--- src/rtl/xs_sdr_rom_arbiter_if.sv ---
// xs_sdr_rom_arbiter_if: bundle for the five ROM clients and the SDRAM read channel.
// slave = arbiter view (clients in, controller out); master = environment view.
interface xs_sdr_rom_arbiter_if #(
  parameter int AW = 25,
  parameter int DW = 16
);
  logic [4:0]      cli_req;
  logic [5*AW-1:0] cli_addr;
  logic [4:0]      cli_rdy;
  logic [5*DW-1:0] cli_dout;
  logic            ctl_req;
  logic [AW-1:0]   ctl_addr;
  logic            ctl_rdy;
  logic [DW-1:0]   ctl_dout;

  modport slave (
    input  cli_req, cli_addr, ctl_rdy, ctl_dout,
    output cli_rdy, cli_dout, ctl_req, ctl_addr
  );

  modport master (
    output cli_req, cli_addr, ctl_rdy, ctl_dout,
    input  cli_rdy, cli_dout, ctl_req, ctl_addr
  );
endinterface

--- src/rtl/xs_sdr_rom_arbiter.sv ---
// xs_sdr_rom_arbiter: round-robin merge of five SDRAM ROM read ports onto one channel.
// Ports: CLK, RSTn (sync, active low), bus (slave modport: cli_* clients, ctl_* controller).
module xs_sdr_rom_arbiter #(
  parameter int AW       = 25,
  parameter int DW       = 16,
  parameter bit CACHE_EN = 1'b1
) (
  input  logic                 CLK,
  input  logic                 RSTn,
  xs_sdr_rom_arbiter_if.slave  bus
);

  typedef enum logic [1:0] {
    IDLE,
    ISSUE,
    WAIT
  } state_t;

  state_t state_q, state_d;

  logic [4:0]      pend_q, pend_d;
  logic [4:0]      rdy_q, rdy_d;
  logic [4:0]      rdy2_q;
  logic [4:0]      valid_q, valid_d;
  logic [5*AW-1:0] tag_q, tag_d;
  logic [5*DW-1:0] dout_q, dout_d;
  logic [2:0]      ptr_q, ptr_d;
  logic [2:0]      gnt_q, gnt_d;
  logic            ctl_req_q, ctl_req_d;
  logic [AW-1:0]   ctl_addr_q, ctl_addr_d;

  logic [4:0]      hit;
  logic [4:0]      miss;
  logic            pick_vld;
  logic [2:0]      pick;
  logic            fill;

  function automatic logic [2:0] rr_idx(
    input logic [2:0] p,
    input int         k
  );
    logic [3:0] s;
    s = {1'b0, p} + 4'(k);
    return (s >= 4'd5) ? 3'(s - 4'd5) : s[2:0];
  endfunction

  always_comb begin
    hit = '0;
    for (int i = 0; i < 5; i++) begin
      hit[i] = CACHE_EN && pend_q[i] && valid_q[i] &&
               (bus.cli_addr[i*AW +: AW] == tag_q[i*AW +: AW]);
    end
  end

  assign miss = pend_q & ~hit;

  // first missed client at or above the pointer, wrapping 4 -> 0
  always_comb begin
    pick_vld = 1'b0;
    pick     = '0;
    for (int k = 0; k < 5; k++) begin
      if (!pick_vld && miss[rr_idx(ptr_q, k)]) begin
        pick_vld = 1'b1;
        pick     = rr_idx(ptr_q, k);
      end
    end
  end

  always_comb begin
    state_d    = state_q;
    gnt_d      = gnt_q;
    ptr_d      = ptr_q;
    ctl_req_d  = ctl_req_q;
    ctl_addr_d = ctl_addr_q;
    fill       = 1'b0;
    unique case (state_q)
      IDLE: begin
        if (pick_vld) begin
          gnt_d      = pick;
          ctl_addr_d = bus.cli_addr[pick*AW +: AW];
          ctl_req_d  = 1'b1;
          state_d    = ISSUE;
        end
      end
      ISSUE: begin
        state_d = WAIT;
      end
      WAIT: begin
        if (bus.ctl_rdy) begin
          ctl_req_d = 1'b0;
          fill      = 1'b1;
          ptr_d     = (gnt_q == 3'd4) ? 3'd0 : gnt_q + 3'd1;
          state_d   = IDLE;
        end
      end
      default: begin
        state_d = IDLE;
      end
    endcase
  end

  always_comb begin
    rdy_d   = hit;
    tag_d   = tag_q;
    valid_d = valid_q;
    dout_d  = dout_q;
    if (fill) begin
      rdy_d[gnt_q]             = 1'b1;
      valid_d[gnt_q]           = 1'b1;
      tag_d[gnt_q*AW +: AW]    = ctl_addr_q;
      dout_d[gnt_q*DW +: DW]   = bus.ctl_dout;
    end
    // mask while rdy is being raised, while high, and one cycle after,
    // so a req still held from the finished access is not served again
    pend_d = bus.cli_req & ~(rdy_d | rdy_q | rdy2_q);
  end

  always_ff @(posedge CLK) begin
    if (!RSTn) begin
      state_q    <= IDLE;
      pend_q     <= '0;
      rdy_q      <= '0;
      rdy2_q     <= '0;
      valid_q    <= '0;
      tag_q      <= '0;
      dout_q     <= '0;
      ptr_q      <= '0;
      gnt_q      <= '0;
      ctl_req_q  <= 1'b0;
      ctl_addr_q <= '0;
    end else begin
      state_q    <= state_d;
      pend_q     <= pend_d;
      rdy_q      <= rdy_d;
      rdy2_q     <= rdy_q;
      valid_q    <= valid_d;
      tag_q      <= tag_d;
      dout_q     <= dout_d;
      ptr_q      <= ptr_d;
      gnt_q      <= gnt_d;
      ctl_req_q  <= ctl_req_d;
      ctl_addr_q <= ctl_addr_d;
    end
  end

  assign bus.cli_rdy  = rdy_q;
  assign bus.cli_dout = dout_q;
  assign bus.ctl_req  = ctl_req_q;
  assign bus.ctl_addr = ctl_addr_q;

endmodule

--- src/flat_wrapper.sv ---
// flat-port wrapper written by rule: the top's interface ports become plain ports
module xs_sdr_rom_arbiter_flat 
#(
  parameter int AW       = 25,
  parameter int DW       = 16,
  parameter bit CACHE_EN = 1'b1
)
  (CLK, RSTn, bus_cli_req, bus_cli_addr, bus_ctl_rdy, bus_ctl_dout, bus_cli_rdy, bus_cli_dout, bus_ctl_req, bus_ctl_addr);
  xs_sdr_rom_arbiter_if #(.AW(AW), .DW(DW)) bus_i ();
  input  logic CLK;
  input  logic RSTn;
  input wire logic [$bits(bus_i.cli_req)-1:0] bus_cli_req;
  input wire logic [$bits(bus_i.cli_addr)-1:0] bus_cli_addr;
  input wire logic [$bits(bus_i.ctl_rdy)-1:0] bus_ctl_rdy;
  input wire logic [$bits(bus_i.ctl_dout)-1:0] bus_ctl_dout;
  output wire logic [$bits(bus_i.cli_rdy)-1:0] bus_cli_rdy;
  output wire logic [$bits(bus_i.cli_dout)-1:0] bus_cli_dout;
  output wire logic [$bits(bus_i.ctl_req)-1:0] bus_ctl_req;
  output wire logic [$bits(bus_i.ctl_addr)-1:0] bus_ctl_addr;
  assign bus_i.cli_req = bus_cli_req;
  assign bus_i.cli_addr = bus_cli_addr;
  assign bus_i.ctl_rdy = bus_ctl_rdy;
  assign bus_i.ctl_dout = bus_ctl_dout;
  assign bus_cli_rdy = bus_i.cli_rdy;
  assign bus_cli_dout = bus_i.cli_dout;
  assign bus_ctl_req = bus_i.ctl_req;
  assign bus_ctl_addr = bus_i.ctl_addr;
  xs_sdr_rom_arbiter #(.AW(AW), .DW(DW), .CACHE_EN(CACHE_EN)) u_core (.CLK(CLK), .RSTn(RSTn), .bus(bus_i));
endmodule
--- config.mk ---
export PLATFORM = sky130hd
export DESIGN_NAME = xs_sdr_rom_arbiter_flat
export DESIGN_NICKNAME = d
export VERILOG_FILES = /design/src/rtl/xs_sdr_rom_arbiter_if.sv /design/src/rtl/xs_sdr_rom_arbiter.sv /design/src/flat_wrapper.sv
export SDC_FILE = /design/constraint.sdc
export NUM_CORES = 1
export LEC_CHECK = 0
export ABC_AREA = 1
export BUFFER_PORTS_ARGS = -buffer_cell sky130_fd_sc_hd__buf_2
export CORE_ASPECT_RATIO = 1.5
export CORE_MARGIN = 4
export CORE_UTILIZATION = 40
export CTS_BUF_LIST = sky130_fd_sc_hd__clkbuf_4 sky130_fd_sc_hd__clkbuf_8 sky130_fd_sc_hd__clkbuf_16
export CTS_CLUSTER_SIZE = 14
export DETAILED_ROUTE_END_ITERATION = 8
export SKIP_LAST_GASP = 1
export SLEW_MARGIN = 0
export SYNTH_ARGS = -nofsm -noshare
export SYNTH_HDL_FRONTEND = slang
export SYNTH_SLANG_ARGS = --single-unit
--- constraint.sdc ---
create_clock -name CLK -period 4 [get_ports CLK]
set_clock_uncertainty 0.15 [all_clocks]
set_input_delay 0.2 -clock CLK [delete_from_list [all_inputs] [get_ports CLK]]
set_output_delay 0.2 -clock CLK [all_outputs]
set_load 0.03 [all_outputs]
* Yosys cells after proc, flatten, opt, wreduce, memory -nomap -nowiden *
Index checks and enable logic that the tools add are counted.

word-level totals
  bits of input ports = 149
  register bits = 259
  output and inout port bits = 111

cells by class
  shift operators = 5
  muxes and demuxes = 39
  $add $sub $neg = 12
  $mul = 2
  bitwise operators = 8
  equal/unequal tests = 10
  order comparisons = 12
  reduce and logical (&&, ||, !) cells = 25

operator list
  kind                                                                                  count
  125-bit bitwise mux                                                                   1
  25-bit equality test                                                                  5
  25-bit by 34-bit variable shift with 125-bit output (first input constant)            1
  125-bit by 9-bit indexed part select with 25-bit output                               1
  25-bit by 34-bit indexed part select with 125-bit output                              1
  80-bit bitwise mux                                                                    1
  16-bit by 34-bit variable shift with 80-bit output (first input constant)             1
  16-bit by 34-bit indexed part select with 80-bit output                               1
  7-bit negation with 34-bit output                                                     1
  8-bit negation with 34-bit output                                                     1
  3-bit 2-to-1 mux                                                                      11
  3-bit by 4-bit less-than comparator with 1-bit output (second input constant)         6
  5-bit OR                                                                              4
  4-bit by 3-bit greater-or-equal comparator with 1-bit output (second input constant)  4
  3-bit by 5-bit multiplier with 8-bit output (second input constant)                   2
  1-bit binary-select mux with 3-bit select                                             5
  1-bit logical AND                                                                     15
  1-bit 2-to-1 mux                                                                      15
  3-bit subtractor (second input constant)                                              5
  5-bit AND                                                                             2
  5-bit NOT                                                                             2
  3-bit by 2-bit adder with 4-bit output (second input constant)                        2
  2-bit one-hot mux with 3 select lines                                                 1
  2-bit AND reduction                                                                   3
  other kinds (18)                                                                      22

* Depth between registers and ports, before layout *
  word-level depth = 21
  depth in mapped cells = 24
  mapped depth without buffers = 23

* Least setup slack after synthesis *
Ideal clock, no wire load.

  kind = register to register
  from = register u_core.gnt_q[0]
  to = register u_core.dout_q[75], in the netlist u_core.bus.cli_dout[75]
  data arrival time = 3.149 ns
  required time = 3.718 ns
  path slack = 0.569 ns
  stages on the path, launching flop included = 16
  buffers on the path = 3
  path through = dfxtp_1 clkbuf_1 inv_1 ha_1 ha_1 buf_2 inv_1 nor2_1 inv_1 nor3_1 inv_1 nor2_1 clkinv_1 clkbuf_1 nand2_1 a21oi_1

between the ends
  longest elaborated chain between the ends = 3
  elaborated cells between the ends (all ways) = 4
  classes of those cells = 1 x add/sub; 2 x shift; 1 x mux

RTL lines
  what                                                                                                                           line                       source
  start, declared                                                                                                                xs_sdr_rom_arbiter.sv:28   logic [2:0] gnt_q, gnt_d;
  start signal, assigned                                                                                                         xs_sdr_rom_arbiter.sv:140  gnt_q <= gnt_d;
  7-bit negation with 34-bit output (*)                                                                                          xs_sdr_rom_arbiter.sv:111  dout_d[gnt_q*DW +: DW] = bus.ctl_dout;
  16-bit by 34-bit indexed part select with 80-bit output or 16-bit by 34-bit variable shift with 80-bit output (tied branches)  xs_sdr_rom_arbiter.sv:111
  80-bit bitwise mux (*)                                                                                                         xs_sdr_rom_arbiter.sv:111
  end signal, assigned                                                                                                           xs_sdr_rom_arbiter.sv:138  dout_q <= dout_d;
  end, declared                                                                                                                  xs_sdr_rom_arbiter.sv:26   logic [5*DW-1:0] dout_q, dout_d;

Mark *: on every way between the ends. The rest lies on a longest branch, timed or not.
A chain may end at the register's enable or synchronous reset.

* Final worst setup path *
  from = register u_core.ptr_q[0]
  to = register u_core.ctl_addr_q[9], in the netlist u_core.bus.ctl_addr[9]

between the ends
  longest elaborated chain between the ends = 19
  elaborated cells between the ends (all ways) = 50
  classes of those cells = 9 x add/sub; 1 x mul; 5 x order compare; 1 x shift; 25 x mux; 9 x reduce/logical

RTL lines
  what                                                                                             line                       source
  start, declared                                                                                  xs_sdr_rom_arbiter.sv:27   logic [2:0] ptr_q, ptr_d;
  start signal, assigned                                                                           xs_sdr_rom_arbiter.sv:139  ptr_q <= ptr_d;
  parallel branches: the longest is 19 deep, another holds 3-bit by 1-bit adder with 4-bit output  -
  end signal, assigned                                                                             xs_sdr_rom_arbiter.sv:142  ctl_addr_q <= ctl_addr_d;
  end, declared                                                                                    xs_sdr_rom_arbiter.sv:30   logic [AW-1:0] ctl_addr_q, ctl_addr_d;

Parallel ways; which one is timed is not known. The select of a mux whose other input is x is not followed.

==> impl_results.md <==
- Initial antenna violation count: 2
- Clock root buffer: clkbuf_16
- Flop and latch count out of synthesis: 259
- Vias in the first global route: between 10000 and 15000
- VDD IR max: around 0.00038 V
- Total GRT Usage: 29.6%
- Die height: 236 um
- CTS tree: done
- Cts bufs inserted: 29
- Vias per cell: 5.52
- Cell count after synthesis: 2056
- Hold Path Sink: u_core.bus.ctl_addr[8]
- Cell depth of the worst flop-to-flop path: 20
- Vias after detailed routing: 15200
- Cell count along the critical path: 20
- Max-slew violation count: 0
- Post-synth EDFFs: 0
- Area delta synth->final: 22.5%
- Worst Path Buf+Inv: 4
- Least-Margin Pin Slew: around 1.2 ns
- Initial DRC count: 1031
- CTS H-tree lvls: 1
- Hold path start: bus_cli_addr[83]
- Layout cells sized above 1: 18.1%
- RSZ-0062 raised after global routing: false
- Seq/Total Area, Yosys: between 30 and 40%
- Post-DP HPWL: 42800 um
- DR pass1 iterations: 7
- Min cycle time layout: approximately 3.7 ns
- Setup Crit Path Kind: reg2reg
- Syn Area/Cell: a little under 7 um2
- Pre-CTS setup slack: 0.135 ns
- Worst skew pair latency: 0.56 ns
- Critical-path cell list: inv_2 > ha_1 > inv_1 > fa_1 > a21oi_2 > xor2_1 > inv_2 > nor2_1 > a21oi_1 > nand3_1 > nand2_2 > nand3_1 > nand3_1 > nand2_1 > buf_6 > nand4_1 > nand3_2 > nand2_1 > nand2_1 > a21oi_2
- Hold Vio Cnt, Final: 0
- CP peak stage delay: 0.41 ns
- Sink Count: between 200 and 300
- CP endpoint kind: flip-flop
- Leak pwr: 7.63 nW
- Die X: between 150 and 200 um
- Grt ovf: 0
- Reg-to-reg endpoint: u_core.bus.ctl_addr[9]
- Nets: 2472
- Die area: 37700 um2
- Largest net degree at the start of global routing: about 110
- Reg clk slew, reported paths: 0.06 ns
- ANT nets after route: 0
- Core area: 34200 um2
- Status: finished clean
- Final RePlAce weighted congestion: around 0.96
- Final Setup Violations: 0
- Class of the tightest hold or removal check: in2reg
- Hold path depth: 7
- Starting density of the core: slightly above 40%
- Number of top-level pins: 260
- Relative slew slack: about 20%
- Syn. warnings: 0
- Mapped Nets: 2221
- Critical Path RT: roughly 4.3 ns
- Worst reg2reg startpoint: u_core.ptr_q[0]
- Max Root-Sink Buffers: 3
- Top FF cell, synth: dfxtp_1
- Setup slack on the worst flop-to-flop path: approximately 0.26 ns
- Max Clk Rate: 268 MHz
- Fillers: 3478
- Max-cap violations: 0
- Final Core Density: between 40% and 50%
- First-pass GRT wire length: around 90000 um
- Final WL: 58900 um
- CP arrival: 4.03 ns
- Synth unique cells: 43
- Post-synth ARST share: 0%
- Slowest cell on the critical path: fa_1
- Mapped cell area: 13800 um2
- FP Rows: 83
- Setup WS post-layout: ~0.26 ns
- Residual DRC: 0
- CP delay by family, top: simple AND/OR/NAND/NOR gates
- Worst setup SP type: flip-flop
- Setup_tns: 0 ns
- Port-buffer cells: 259
- PwrDens: 600 nW/um2
- Tcrit/Tclk final: 93.4%
- Setup bufs post-CTS: 0
- Overall Power: 10.2 mW
- Crit Path Max Fanout: 50
- WL per Instance: approximately 21 um
[layout by cell type (no fill, tap or decap), types with 3 or more instances in the layout]
cell type      netlist  final
dlygate4sd3_1        0     51
dfxtp_1            259    257
nor4_1               6      6
a31oi_1             25     25
nand3_2             17     17
o21ai_1              8      8
clkbuf_4             0      3
o21ai_2              3      3
buf_12               1      3
ha_1                15     13
clkbuf_8             0      5
a21oi_1            161    161
nor2_8               3      3
o21ai_0            126    126
nand3_4              2      3
nand2_2              5      5
inv_1              209    209
clkinv_2             0      9
xor2_2               2      3
buf_6                1      3
a211oi_1            22     22
xor2_1              25     24
nor2_1             223    222
inv_2               12     10
a41oi_1             22     22
xnor2_1             11     11
o22ai_1              6      6
nand4_1            107    107
buf_2               11    259
clkbuf_16            0     29
a21oi_2             21     21
buf_4                5     27
nand2_1            456    456
nand3_1            126    125
nor3_1              46     45
[power breakdown]
group          internal (mW)  switching [mW]
sequential              2.76           0.443
combinational           1.21            3.10
clock                   1.56            1.11
[worst min-delay path: stages]
cell and delay (ns):
buf_2 0.13, inv_1 0.07, nand2_1 0.05, nand3_1 0.06
nand2_1 0.05, nand2_1 0.06, a21oi_2 0.04
[logic make-up after synthesis]
group,count (synthesis),synth area share [%]
and+or+nand+nor,998,32.3
AOI/OAI and AO/OA,397,16.4
buffers and inverters,348,9.84
DFF,259,37.5
xor gates and xnor gates,38,2.51
adders and majority gates,16,1.50
[sequential cells by signal (all words and copies together), names as in the netlist]
register / flops
u_core.bus.cli_dout: 80
u_core.bus.cli_rdy: 5
u_core.bus.ctl_addr: 25
u_core.bus.ctl_req: 1
u_core.gnt_q: 3
u_core.pend_q: 5
u_core.ptr_q: 3
u_core.rdy2_q: 5
u_core.state_q: 2
u_core.tag_q: 125
u_core.valid_q: 5
[timing repair]
action | CTS | global route
gates resized for setup | 0 | 9
hold buffers | 51 | 0
endpoints found under the hold margin | 110 | 0
setup endpoints to repair | 0 | 25
[worst max path at each step]
stage	start	to	slack, ns
after floorplan	u_core.gnt_q[0]	u_core.bus.cli_dout[75]	0.57
after detailed placement	u_core.ptr_q[1]	u_core.bus.ctl_addr[11]	0.13
after global routing	u_core.ptr_q[0]	u_core.bus.ctl_addr[8]	0.07
after CTS	u_core.ptr_q[1]	u_core.bus.ctl_addr[11]	0.09
after global placement	u_core.ptr_q[1]	u_core.bus.ctl_addr[11]	0.23
final	u_core.ptr_q[0]	u_core.bus.ctl_addr[9]	0.26
[layer usage]
metal / up-vias / GRT usage (%) / wire (um)
li1: 7308 / - / -
met1: 7031 / 30.6 / 20400
met2: 657 / 53.3 / 29700
met3: 208 / 4.54 / 3540
met4: 0 / 23.1 / 5310
met5: - / 0 / 0
[synth_stat cells (3+ instances only)]
cell      count  area (um2)
xor2_1       25         219
a21oi_1     161         806
o21ai_0     126         631
inv_2        12        45.0
nand3_1     126         631
nand2_2       5        31.3
dfxtp_1     259        5180
o22ai_1       6        37.5
xnor2_1      11        96.3
buf_2        11        55.1
buf_4         5        37.5
inv_1       209         785
o21ai_1       8        40.0
ha_1         15         188
nor2_1      223         837
o21ai_2       3        26.3
nand4_1     107         669
buf_1         9        33.8
nor3_1       46         230
a41oi_1      22         193
a21oi_2      21         184
nor2_8        3        60.1
nand3_2      17         170
a211oi_1     22         165
nand2_1     456        1710
nor4_1        6        37.5
clkbuf_1     98         368
a31oi_1      25         156
[area by class of cell]
type / count / area (um2) / share of cell area [%]
antenna: 2 / 5.00 / 0.0295
clock buffer: 37 / 817 / 4.82
clock inverter: 12 / 113 / 0.664
inverter: 223 / 842 / 4.97
multi-input combinational: 1451 / 7360 / 43.4
sequential: 259 / 5190 / 30.6
tap: 425 / 532 / 3.14
timing repair buffer: 343 / 2100 / 12.4
[metrics by stage]
stage	hold WS, ns	instances	cell area (um2)
finish	0.00927	2752	17000
global route	0.0594	2751	17000
detailed placement	0.231	2648	15500
floorplan	0.174	2056	13800
CTS	0.00696	2748	16900
global placement	0.229	2648	15500
Note: power is estimated with default switching activity, not from simulation.
